===== src/rtl/demux1to2_reg_if.sv =====
// Bundle of the demux's input stream, its two output streams and the per-port counters.
// The producer/consumer side uses master and the demux itself uses slave.
interface demux1to2_reg_if #(
  parameter int WIDTH = 16,
  parameter int CNTW  = 8
);
  logic             E;
  logic             S;
  logic [WIDTH-1:0] X;
  logic             X_valid;
  logic             X_ready;
  logic [WIDTH-1:0] Z0;
  logic             Z0_valid;
  logic             Z0_ready;
  logic [WIDTH-1:0] Z1;
  logic             Z1_valid;
  logic             Z1_ready;
  logic [CNTW-1:0]  cnt0;
  logic [CNTW-1:0]  cnt1;

  modport master (
    output E, S, X, X_valid, Z0_ready, Z1_ready,
    input  X_ready, Z0, Z0_valid, Z1, Z1_valid, cnt0, cnt1
  );

  modport slave (
    input  E, S, X, X_valid, Z0_ready, Z1_ready,
    output X_ready, Z0, Z0_valid, Z1, Z1_valid, cnt0, cnt1
  );
endinterface


===== src/rtl/demux1to2_reg.sv =====
// Registered 1-to-2 demux: S=1 steers X into port 0 and S=0 steers it into port 1.
// Each port has a single-entry skid-free slot and a saturating count of the words it has delivered.
module demux1to2_slot #(
  parameter int WIDTH = 16,
  parameter int CNTW  = 8
) (
  input  logic             clk,
  input  logic             rst_n,
  input  logic             i_load,
  input  logic [WIDTH-1:0] i_data,
  input  logic             i_ready,
  output logic             o_valid,
  output logic [WIDTH-1:0] o_data,
  output logic [CNTW-1:0]  o_cnt,
  output logic             o_can_load
);
  logic             r_valid;
  logic [WIDTH-1:0] r_data;
  logic [CNTW-1:0]  r_cnt;
  logic             w_drain;

  assign w_drain    = r_valid & i_ready;
  // A full slot can take a new word in the same cycle it drains, so there is no bubble.
  assign o_can_load = ~r_valid | i_ready;

  always_ff @(posedge clk or negedge rst_n) begin
    if (!rst_n) begin
      r_valid <= 1'b0;
      r_data  <= '0;
      r_cnt   <= '0;
    end else begin
      if (i_load) begin
        r_valid <= 1'b1;
        r_data  <= i_data;
      end else if (w_drain) begin
        r_valid <= 1'b0;
      end
      if (w_drain && (r_cnt != {CNTW{1'b1}}))
        r_cnt <= r_cnt + 1'b1;
    end
  end

  assign o_valid = r_valid;
  assign o_data  = r_data;
  assign o_cnt   = r_cnt;
endmodule

module demux1to2_reg #(
  parameter int WIDTH = 16,
  parameter int CNTW  = 8
) (
  input  logic             clk,
  input  logic             rst_n,
  demux1to2_reg_if.slave   bus
);
  localparam int NUM_PORTS = 2;

  logic [NUM_PORTS-1:0]            w_ready;
  logic [NUM_PORTS-1:0]            w_load;
  logic [NUM_PORTS-1:0]            w_valid;
  logic [NUM_PORTS-1:0]            w_can_load;
  logic [NUM_PORTS-1:0][WIDTH-1:0] w_z;
  logic [NUM_PORTS-1:0][CNTW-1:0]  w_cnt;
  logic                            w_accept;

  assign w_ready     = {bus.Z1_ready, bus.Z0_ready};
  assign bus.X_ready = bus.E & rst_n & (bus.S ? w_can_load[0] : w_can_load[1]);
  assign w_accept    = bus.X_valid & bus.X_ready;
  assign w_load      = {w_accept & ~bus.S, w_accept & bus.S};

  for (genvar k = 0; k < NUM_PORTS; k++) begin : g_port
    demux1to2_slot #(.WIDTH(WIDTH), .CNTW(CNTW)) u_slot (
      .clk        (clk),
      .rst_n      (rst_n),
      .i_load     (w_load[k]),
      .i_data     (bus.X),
      .i_ready    (w_ready[k]),
      .o_valid    (w_valid[k]),
      .o_data     (w_z[k]),
      .o_cnt      (w_cnt[k]),
      .o_can_load (w_can_load[k])
    );
  end

  assign bus.Z0       = w_z[0];
  assign bus.Z0_valid = w_valid[0];
  assign bus.cnt0     = w_cnt[0];
  assign bus.Z1       = w_z[1];
  assign bus.Z1_valid = w_valid[1];
  assign bus.cnt1     = w_cnt[1];
endmodule


===== src/flat_wrapper.sv =====
// flat-port wrapper written by rule: the top's interface ports become plain ports
module demux1to2_reg_flat 
#(
  parameter int WIDTH = 16,
  parameter int CNTW  = 8
)
  (clk, rst_n, bus_E, bus_S, bus_X, bus_X_valid, bus_Z0_ready, bus_Z1_ready, bus_X_ready, bus_Z0, bus_Z0_valid, bus_Z1, bus_Z1_valid, bus_cnt0, bus_cnt1);
  demux1to2_reg_if #(.WIDTH(WIDTH), .CNTW(CNTW)) bus_i ();
  input  logic clk;
  input  logic rst_n;
  input wire logic [$bits(bus_i.E)-1:0] bus_E;
  input wire logic [$bits(bus_i.S)-1:0] bus_S;
  input wire logic [$bits(bus_i.X)-1:0] bus_X;
  input wire logic [$bits(bus_i.X_valid)-1:0] bus_X_valid;
  input wire logic [$bits(bus_i.Z0_ready)-1:0] bus_Z0_ready;
  input wire logic [$bits(bus_i.Z1_ready)-1:0] bus_Z1_ready;
  output wire logic [$bits(bus_i.X_ready)-1:0] bus_X_ready;
  output wire logic [$bits(bus_i.Z0)-1:0] bus_Z0;
  output wire logic [$bits(bus_i.Z0_valid)-1:0] bus_Z0_valid;
  output wire logic [$bits(bus_i.Z1)-1:0] bus_Z1;
  output wire logic [$bits(bus_i.Z1_valid)-1:0] bus_Z1_valid;
  output wire logic [$bits(bus_i.cnt0)-1:0] bus_cnt0;
  output wire logic [$bits(bus_i.cnt1)-1:0] bus_cnt1;
  assign bus_i.E = bus_E;
  assign bus_i.S = bus_S;
  assign bus_i.X = bus_X;
  assign bus_i.X_valid = bus_X_valid;
  assign bus_i.Z0_ready = bus_Z0_ready;
  assign bus_i.Z1_ready = bus_Z1_ready;
  assign bus_X_ready = bus_i.X_ready;
  assign bus_Z0 = bus_i.Z0;
  assign bus_Z0_valid = bus_i.Z0_valid;
  assign bus_Z1 = bus_i.Z1;
  assign bus_Z1_valid = bus_i.Z1_valid;
  assign bus_cnt0 = bus_i.cnt0;
  assign bus_cnt1 = bus_i.cnt1;
  demux1to2_reg #(.WIDTH(WIDTH), .CNTW(CNTW)) u_core (.clk(clk), .rst_n(rst_n), .bus(bus_i));
endmodule

===== config.mk =====
export PLATFORM = sky130hd
export DESIGN_NAME = demux1to2_reg_flat
export DESIGN_NICKNAME = d
export VERILOG_FILES = /design/src/rtl/demux1to2_reg_if.sv /design/src/rtl/demux1to2_reg.sv /design/src/flat_wrapper.sv
export SDC_FILE = /design/constraint.sdc
export NUM_CORES = 1
export LEC_CHECK = 0
export CAP_MARGIN = 20
export CORE_MARGIN = 2
export CORE_UTILIZATION = 30
export CTS_CLUSTER_SIZE = 25
export DETAILED_ROUTE_END_ITERATION = 12
export GPL_ROUTABILITY_DRIVEN = 0
export MAX_ROUTING_LAYER = met4
export PLACE_DENSITY = 0.59
export SLEW_MARGIN = 20
export SYNTH_ARGS = -nofsm -noshare
export SYNTH_HDL_FRONTEND = slang
export SYNTH_HIERARCHICAL = 1
export SYNTH_SLANG_ARGS = --single-unit

===== constraint.sdc =====
create_clock -name clk -period 2.22 [get_ports clk]
set_input_delay 0.444 -clock clk [delete_from_list [all_inputs] [get_ports clk]]
set_output_delay 0.444 -clock clk [all_outputs]
set_load 0.01 [all_outputs]

==> results.toml <==
[detailed_routing]
drtAntennaViolNets = 0
drt_iter0_markers = 31
drt_pass1_iterations = 4
via_count = 1484
routed_wl_mm = 4.51
drc = 0
post_drt_wl_per_cell_um = 13.6
vias_per_cell = 4.47

[grt]
grt_pass1_vias = 1543
grt_max_degree = 51
antenna_found_initial = 0
grt_pass1_wl_mm = 7.48
grt_use_total_pct = 13.0
overflow = 0

[sta]
fin_crit_ns = 2.02
fmax_ghz = 0.496
setup_viol = 0
fin_tns_setup_ns = 0
hold_viol = 0
slew_headroom_pct = 57.7
final_max_slew_viol_count = 0
layout_setup_ws_ns = 0.202
fin_crit_sh_pct = 90.9
worst_pin_slew_ns = 0.634
clock_skew_ns = 0.00395
rsz0062_at_grt = "no"

[layout]
final_cell_mix = "clkdlybuf4s50_1, dfrtp_1, mux2_2"
multi_input_area_um2 = 848
final_common_cell = "clkdlybuf4s50_1"
fin_nets = 260
regArea_mm2 = 0.00125
nFillCells = 660
synthToLayoutAreaGrowth_pct = 47.0
drive_gt1_share_pct = 25.0
antenna_cells = 0

[clocking]
clk_latency_ns = 0.30
cts_resized = 1
cts-root-buf = "clkbuf_8"
cts_max_path_buffers = 2
tritoncts = "done"
cts_setup_buffers = 0
cts_buffers = 5
cts_htree_levels = 2
clock-sinks = 50
clk_pin_slew_ns = 0.09
cts_hold_buf = 0

[pwr]
p_leak_nw = 1.28
peakVddDrop_uv = 379
powerDensity_mw_per_mm2 = 865

[min_path]
hp-class = "input port to async pin"

[setup_path]
start_kind = "input port"
crit_required_ns = 1.78
cp-end-kind = "primary output"
crit_type = "input port to primary output"
critPathMaxFanout = 2
critPathArrivalTime_ns = 1.57

[die]
initial_core_util_pct = 31.1
ios = 74
die_x_um = 88.0
fp.dieArea_mm2 = 0.00774
die_h_um = 88.0
core_area_mm2 = 0.00679
rows = 30

[status]
status = "complete, no violations"

[placed_design]
post-dp-hpwl_mm = 3.16
portBuffers = 73
preCtsSetupSlack_ns = -0.0660

[yosys]
synthesis.area_mm2 = 0.00211
syn-num-nets = 178
avgSynthCellArea_um2 = 13.8
ys_types = 26
ys_warn_count = 6
ys_seq_area_share_pct = 59.2
syn_inst = 153
synth-seq-cells = 50

[flow_run]
max_cap_viol_count = 0
-- layer usage --
| layer | GRT usage [%] | vias up | wire length, um |
|---|---|---|---|
| li1 | - | 707 | - |
| met1 | 16.7 | 730 | 2020 |
| met2 | 19.8 | 41 | 2170 |
| met3 | 3.68 | 6 | 281 |
| met4 | 4.20 | 0 | 42 |
| met5 | - | - | 0 |
-- Yosys cell counts (all sizes together) --
cell type  count  share of area [%]
dfrtp         50                 59
mux2          38                 21
a21oi          7                1.8
nand3          7                2.1
nand2          6                1.1
nand4          6                1.8
nor2           6                1.1
o21ai          6                1.8
nand2b         5                1.8
and2           4                1.4
buf            4               0.95
a31oi          2               0.59
and3           2                1.1
ha             2                1.2
nor3b          2                1.2
or2b           2               0.71
xnor2          2               0.83
xor2           2               0.83
-- metrics by stage --
stage               instances  util [%]  area (um^2)  total power, mW  hold WS [ns]
finish                    332      45.7         3110             2.69         0.293
global route              332      45.7         3110             2.86         0.345
CTS                       332      45.7         3110             2.75         0.311
detailed placement        324      44.2         3000             2.09         0.494
global placement          324      44.2         3000             2.08         0.491
floorplan                 153         -         2110             1.56         0.148
-- kinds of logic after synthesis --
kind of cell / share of synthesized area [%]
flip-flops: 59.2
AND/OR/NAND/NOR: 12.2
buffers and inverters: 0.947
XOR/XNOR: 1.66
adder cells (fa/ha/maj): 1.18
multiplexers: 20.6
AO/OA/AOI/OAI: 4.20
-- flip-flops by register name, indices dropped and copies added (netlist names) --
register and flops:
u_core/g_port.u_slot/o_data 32, u_core/g_port.u_slot/o_valid 2, u_core/g_port.u_slot/o_cnt 16
-- final timing paths --
check                      slack, ns  cells after the start                                from                            endpoint
max                             0.20                      5                        bus_Z1_ready                         bus_X_ready
min                             0.29                      2                               rst_n     u_core/g_port[1].u_slot/o_valid
max reg2reg                     0.60                      6     u_core/g_port[1].u_slot/o_valid  u_core/g_port[1].u_slot/o_data[11]
min reg2reg                     0.51                      1  u_core/g_port[0].u_slot/o_data[11]  u_core/g_port[0].u_slot/o_data[11]
max in group asynchronous       1.52                      2                               rst_n  u_core/g_port[1].u_slot/o_data[15]
min in group clk                0.51                      1  u_core/g_port[0].u_slot/o_data[11]  u_core/g_port[0].u_slot/o_data[11]
-- where the power goes --
| group | internal, mW | switching [mW] | leakage [nW] |
|---|---|---|---|
| sequential | 1.11 | 0.147 | 0.624 |
| clock | 0.338 | 0.290 | 0.0524 |
| combinational | 0.520 | 0.290 | 0.604 |
| total | 1.96 | 0.727 | 1.28 |
-- layout make-up --
type	count	area share, %
multi-input combinational	99	27.3
clock inverter	1	0.966
timing repair buffer	79	25.2
tap	96	3.86
sequential	50	40.3
clock buffer	7	2.46
-- worst max-delay path, stage by stage --
cell and delay [ns]:
clkdlybuf4s50_1 0.42, or2b_1 0.29, nand2b_4 0.09, a21oi_2 0.04, dlygate4sd2_1 0.28
Note: power is estimated with default switching activity, not from simulation.
==> RTL change 1: new RTL, same settings <==
`WIDTH` is set to 16 in 4 places; all go to 32.
--- a/src/rtl/demux1to2_reg_if.sv
+++ b/src/rtl/demux1to2_reg_if.sv
@@ -3,3 +3,3 @@
 interface demux1to2_reg_if #(
-  parameter int WIDTH = 16,
+  parameter int WIDTH = 32,
   parameter int CNTW  = 8
--- a/src/rtl/demux1to2_reg.sv
+++ b/src/rtl/demux1to2_reg.sv
@@ -3,3 +3,3 @@
 module demux1to2_slot #(
-  parameter int WIDTH = 16,
+  parameter int WIDTH = 32,
   parameter int CNTW  = 8
@@ -48,3 +48,3 @@
 module demux1to2_reg #(
-  parameter int WIDTH = 16,
+  parameter int WIDTH = 32,
   parameter int CNTW  = 8
--- a/src/flat_wrapper.sv
+++ b/src/flat_wrapper.sv
@@ -3,3 +3,3 @@
 #(
-  parameter int WIDTH = 16,
+  parameter int WIDTH = 32,
   parameter int CNTW  = 8
Interface: changed (resized bus_X, bus_Z0 and bus_Z1); port bits go from 74 to 122. No check against the original RTL was run, so the function may have changed too.
==> RTL change 1 against the unedited design <==
Total power rose by 75%. Synthesized cell count rose by 44%. Global-route usage rose by 0.34 points. Final area rose by 61%. Die area rose by 53%. Clock skew rose by 0.0046 ns. Core utilization rose by 0.74 points. Clock power rose by 110%. Count of clock-buffer cells in the layout rose by 3. Routed wire length rose by 64%. Setup slack improved by 0.0051 ns. Synthesized area rose by 56%. Sequential cell count rose by 32.
==> RTL change 1: results (changes against the unedited design) <==
Power:
- The maximum vdd drop is 390 uV (was 379 uV).
- The static leakage is 2.07 nW (was 1.28 nW).

Layout:
- The final-stage net count is 396 (was 260).
- The area growth from synthesis to layout is 52.2% (was 47.0%).
- The filler cell count is 1,002 (was 660).
- The fraction of layout instances using a drive strength above 1 is 28.6% (was 25.0%).
- The flip-flop count of the largest register after layout is 64 (was 32).

Global routing:
- The number of global-route vias before repair was 2,386 (was 1,543).
- The largest net degree at the start of global routing is 49 (was 51).
- The first-pass GRT wire length came to 11,700 microns (was 7480 microns).
- The total global-route track usage is 13.3% (was 13.0%).

Setup path:
- The reg2reg setup slack came to 0.56 ns (was 0.60 ns).
- The critical path startpoint is bus_Z0_ready (was bus_Z1_ready).
- The capture instance of the worst register-to-register path is u_core/g_port[0].u_slot/o_data[29] (was u_core/g_port[1].u_slot/o_data[11]).
- The source of the worst register-to-register timing path is u_core/g_port[0].u_slot/o_valid (was u_core/g_port[1].u_slot/o_valid).

Timing:
- The worst hold slack after final layout is 0.154 ns (was 0.293 ns).
- The setup slack of the critical path after layout is 0.207 ns (was 0.202 ns).
- The slew of the pin with the lowest slew margin is 0.601 ns (was 0.634 ns).

Detailed routing:
- The violation count after the first detailed-routing iteration is 27 (was 31).
- The via count is 2,225 (was 1,484).
- The average detailed-routed wire length per instance came to 14.8 microns (was 13.6 microns).
- The routed wire length is 7410 microns (was 4510 microns).
- The first-pass iteration count of the detailed router was 3 (was 4).

Logic synthesis:
- The number of nets produced by synthesis is 262 (was 178).
- The part of the Yosys area used for sequential elements is 62.3% (was 59.2%).
- Ranking of synthesized cells by area: sky130_fd_sc_hd__dfrtp_1 (62%), sky130_fd_sc_hd__mux2_2 (21%), sky130_fd_sc_hd__mux2_1 (2.7%) (was sky130_fd_sc_hd__dfrtp_1 (59%), sky130_fd_sc_hd__mux2_2 (16%), sky130_fd_sc_hd__mux2_1 (3.2%)).
- The average size of a mapped cell is 14.9 sq um (was 13.8 sq um).
- Most instantiated cells after synthesis: sky130_fd_sc_hd__dfrtp_1 (82), sky130_fd_sc_hd__mux2_2 (60), sky130_fd_sc_hd__buf_2 (8), sky130_fd_sc_hd__mux2_1 (8) (was sky130_fd_sc_hd__dfrtp_1 (50), sky130_fd_sc_hd__mux2_2 (30)).

Placed design:
- The count of buffers inserted at the top-level ports came to 121 (was 73).
- The placed instance area is 4770 sq um (was 3000 sq um).

CTS:
- The insertion delay to the later sink of the worst-skew pair is 0.34 ns (was 0.30 ns).

Run status:
- Run status: completed (unchanged).
==> RTL change 1: power groups by stage <==
stage	sequential (mW)	clock, mW	combinational (mW)
6_report	2.03	1.31	1.37
5_1_grt	2.08	1.44	1.46
4_1_cts	2.04	1.37	1.39
3_5_place_dp	2.06	0	1.39
3_3_place_gp	2.06	0	1.37
2_1_floorplan	2.20	0	0.342
==> RTL change 1: kinds of logic after synthesis <==
group,after synthesis,synth area share (%)
buf+inv,8,1.21
flops,82,62.3
compound gates,15,2.70
simple gates,40,7.86
mux,70,24.1
fa+ha+maj,2,0.759
xor+xnor,4,1.06
==> RTL change 1: layout make-up <==
class,count,share of cell area (%)
timing repair buffer,131,26.3
clock buffer,10,2.74
sequential,82,40.9
tap,140,3.49
multi-input combinational,131,24.3
clock inverter,6,2.27
==> RTL change 1: per-layer routing <==
layer	vias to the layer above	global-route usage [%]	part of all wire [%]
met3	11	3.89	7.0
met2	73	21.8	49
met5	-	-	0
li1	1052	-	-
met4	0	6.04	1.1
met1	1089	15.2	43
==> RTL change 2: new RTL, same settings <==
Made on the original files. Make the reset (`rst_n`) synchronous in one clocked block.
--- a/src/rtl/demux1to2_reg.sv
+++ b/src/rtl/demux1to2_reg.sv
@@ -25,3 +25,3 @@
 
-  always_ff @(posedge clk or negedge rst_n) begin
+  always_ff @(posedge clk) begin
     if (!rst_n) begin
Check against the original RTL: differs if rst_n is asserted again (counterexample within 4 cycles, from zero or initial values and one cycle with rst_n low); with rst_n held inactive, the same outputs for 10 cycles.
==> RTL change 2 against the unedited design <==
Final area is 0.81% lower. Maximum frequency is 0.73% lower. Sequential cell count stayed put. Setup slack worse by 0.015 ns. Synthesized area is 0.71% higher. Final cell count is 17% higher. Routed wire length is 17% higher. Critical path type unchanged.
Power is not compared: it rests on default switching activity, and its combinational part moved more than twofold at a synthesized area within 25%.
==> RTL change 2: results (changes against the unedited design) <==
Detailed routing:
- The violation count after the first detailed-routing iteration was 102 (was 31).
- The total length of routed met3 wires is 393 microns (was 281 microns).
- The routed wire length was 5270 microns (was 4510 microns).
- The average detailed-routed wire length per instance is 13.6 microns (about the same).
- The total length of routed met2 wires is 2350 microns (was 2170 microns).

Global routing:
- The total global-route track usage is 14.4% (was 13.0%).
- The number of global-route vias before repair is 1,733 (was 1,543).
- The first-pass GRT wire length is 8600 microns (was 7480 microns).
- The largest net degree at the start of global routing is 18 (was 51).

Power:
- The switching share of power is 22.4%.

Timing:
- The minimum clock period after layout is 2.03 ns (was 2.02 ns).
- The worst hold slack after final layout is 0.504 ns (was 0.293 ns).
- The final worst clock skew is 0.0140 ns (was 0.00395 ns).
- The headroom to the max-slew limit is 76.9% (was 57.7%).

Logic synthesis:
- The most instantiated flip-flop cell in the synthesis netlist is sky130_fd_sc_hd__dfxtp_1 (was sky130_fd_sc_hd__dfrtp_1).
- Most instantiated cells after synthesis: sky130_fd_sc_hd__dfxtp_1 (50), sky130_fd_sc_hd__mux2i_1 (36), sky130_fd_sc_hd__nor2_1 (34) (was sky130_fd_sc_hd__dfrtp_1 (50), sky130_fd_sc_hd__mux2_2 (30)).
- The instance count of the mapped netlist is 217 (was 153).
- Ranking of synthesized cells by area: sky130_fd_sc_hd__dfxtp_1 (47%), sky130_fd_sc_hd__mux2i_1 (17%), sky130_fd_sc_hd__nor2_1 (6.0%) (was sky130_fd_sc_hd__dfrtp_1 (59%), sky130_fd_sc_hd__mux2_2 (16%), sky130_fd_sc_hd__mux2_1 (3.2%)).
- The part of the Yosys area used for sequential elements was 47.0% (was 59.2%).
- The proportion of synthesized flip-flops having asynchronous set or reset is 0% (was 100%).

Setup path:
- The worst reg2reg path depth is 4 (was 6).
- The capture instance of the worst register-to-register path is u_core/g_port[0].u_slot/o_cnt[3] (was u_core/g_port[1].u_slot/o_data[11]).
- The critical path arrival is 1.59 ns (was 1.57 ns).
- The source of the worst register-to-register timing path is u_core/g_port[0].u_slot/o_cnt[1] (was u_core/g_port[1].u_slot/o_valid).
- The critical path startpoint is bus_Z0_ready (was bus_Z1_ready).
- The delay of the slowest cell on the worst path is 0.49 ns (was 0.42 ns).

Placed design:
- The post-detailed-placement half-perimeter wirelength is 3710 microns (was 3160 microns).
- The placed cell count is 380 (was 324).

Layout:
- The fraction of layout instances using a drive strength above 1 was 8.90% (was 25.0%).
- The final-stage net count was 316 (was 260).

CTS:
- The number of buffers between clock root and the deepest sink is 2 (unchanged).

Run status:
- Run status: completed (unchanged).

Hold path:
- The classification of the worst-slack hold path is register to register (was primary input to asynchronous set/reset pin).
RTL change 2: changes by cell type after synthesis, moves of 28 or more:
cell	before	now
sky130_fd_sc_hd__dfrtp_1	50	0
sky130_fd_sc_hd__mux2i_1	0	36
sky130_fd_sc_hd__dfxtp_1	0	50
sky130_fd_sc_hd__nor2_1	6	34
sky130_fd_sc_hd__mux2_2	30	0
RTL change 2: logic make-up after synthesis:
group,count (synthesis),synth area share (%)
flip-flops,50,47.0
buffers and inverters,20,6.46
AO/OA/AOI/OAI,27,8.64
AND/OR/NAND/NOR,82,19.8
adder cells (fa/ha/maj),2,1.17
multiplexers,36,16.9
RTL change 2: metal layers:
metal / up-vias / track usage, %
met1: 823 / 19.4
met4: 0 / 3.86
met3: 2 / 4.76
met2: 59 / 20.7
met5: - / -
li1: 925 / -
RTL change 2: layout make-up:
class                   count  area [sq um]
fillers                   680          3750
flip-flops and latches     50          1000
multi-input cells         147           996
repair buffers             83           830
well taps                  96           120
clock buffers               6          82.6
clock inverters             2          38.8
inverters                   4          15.0
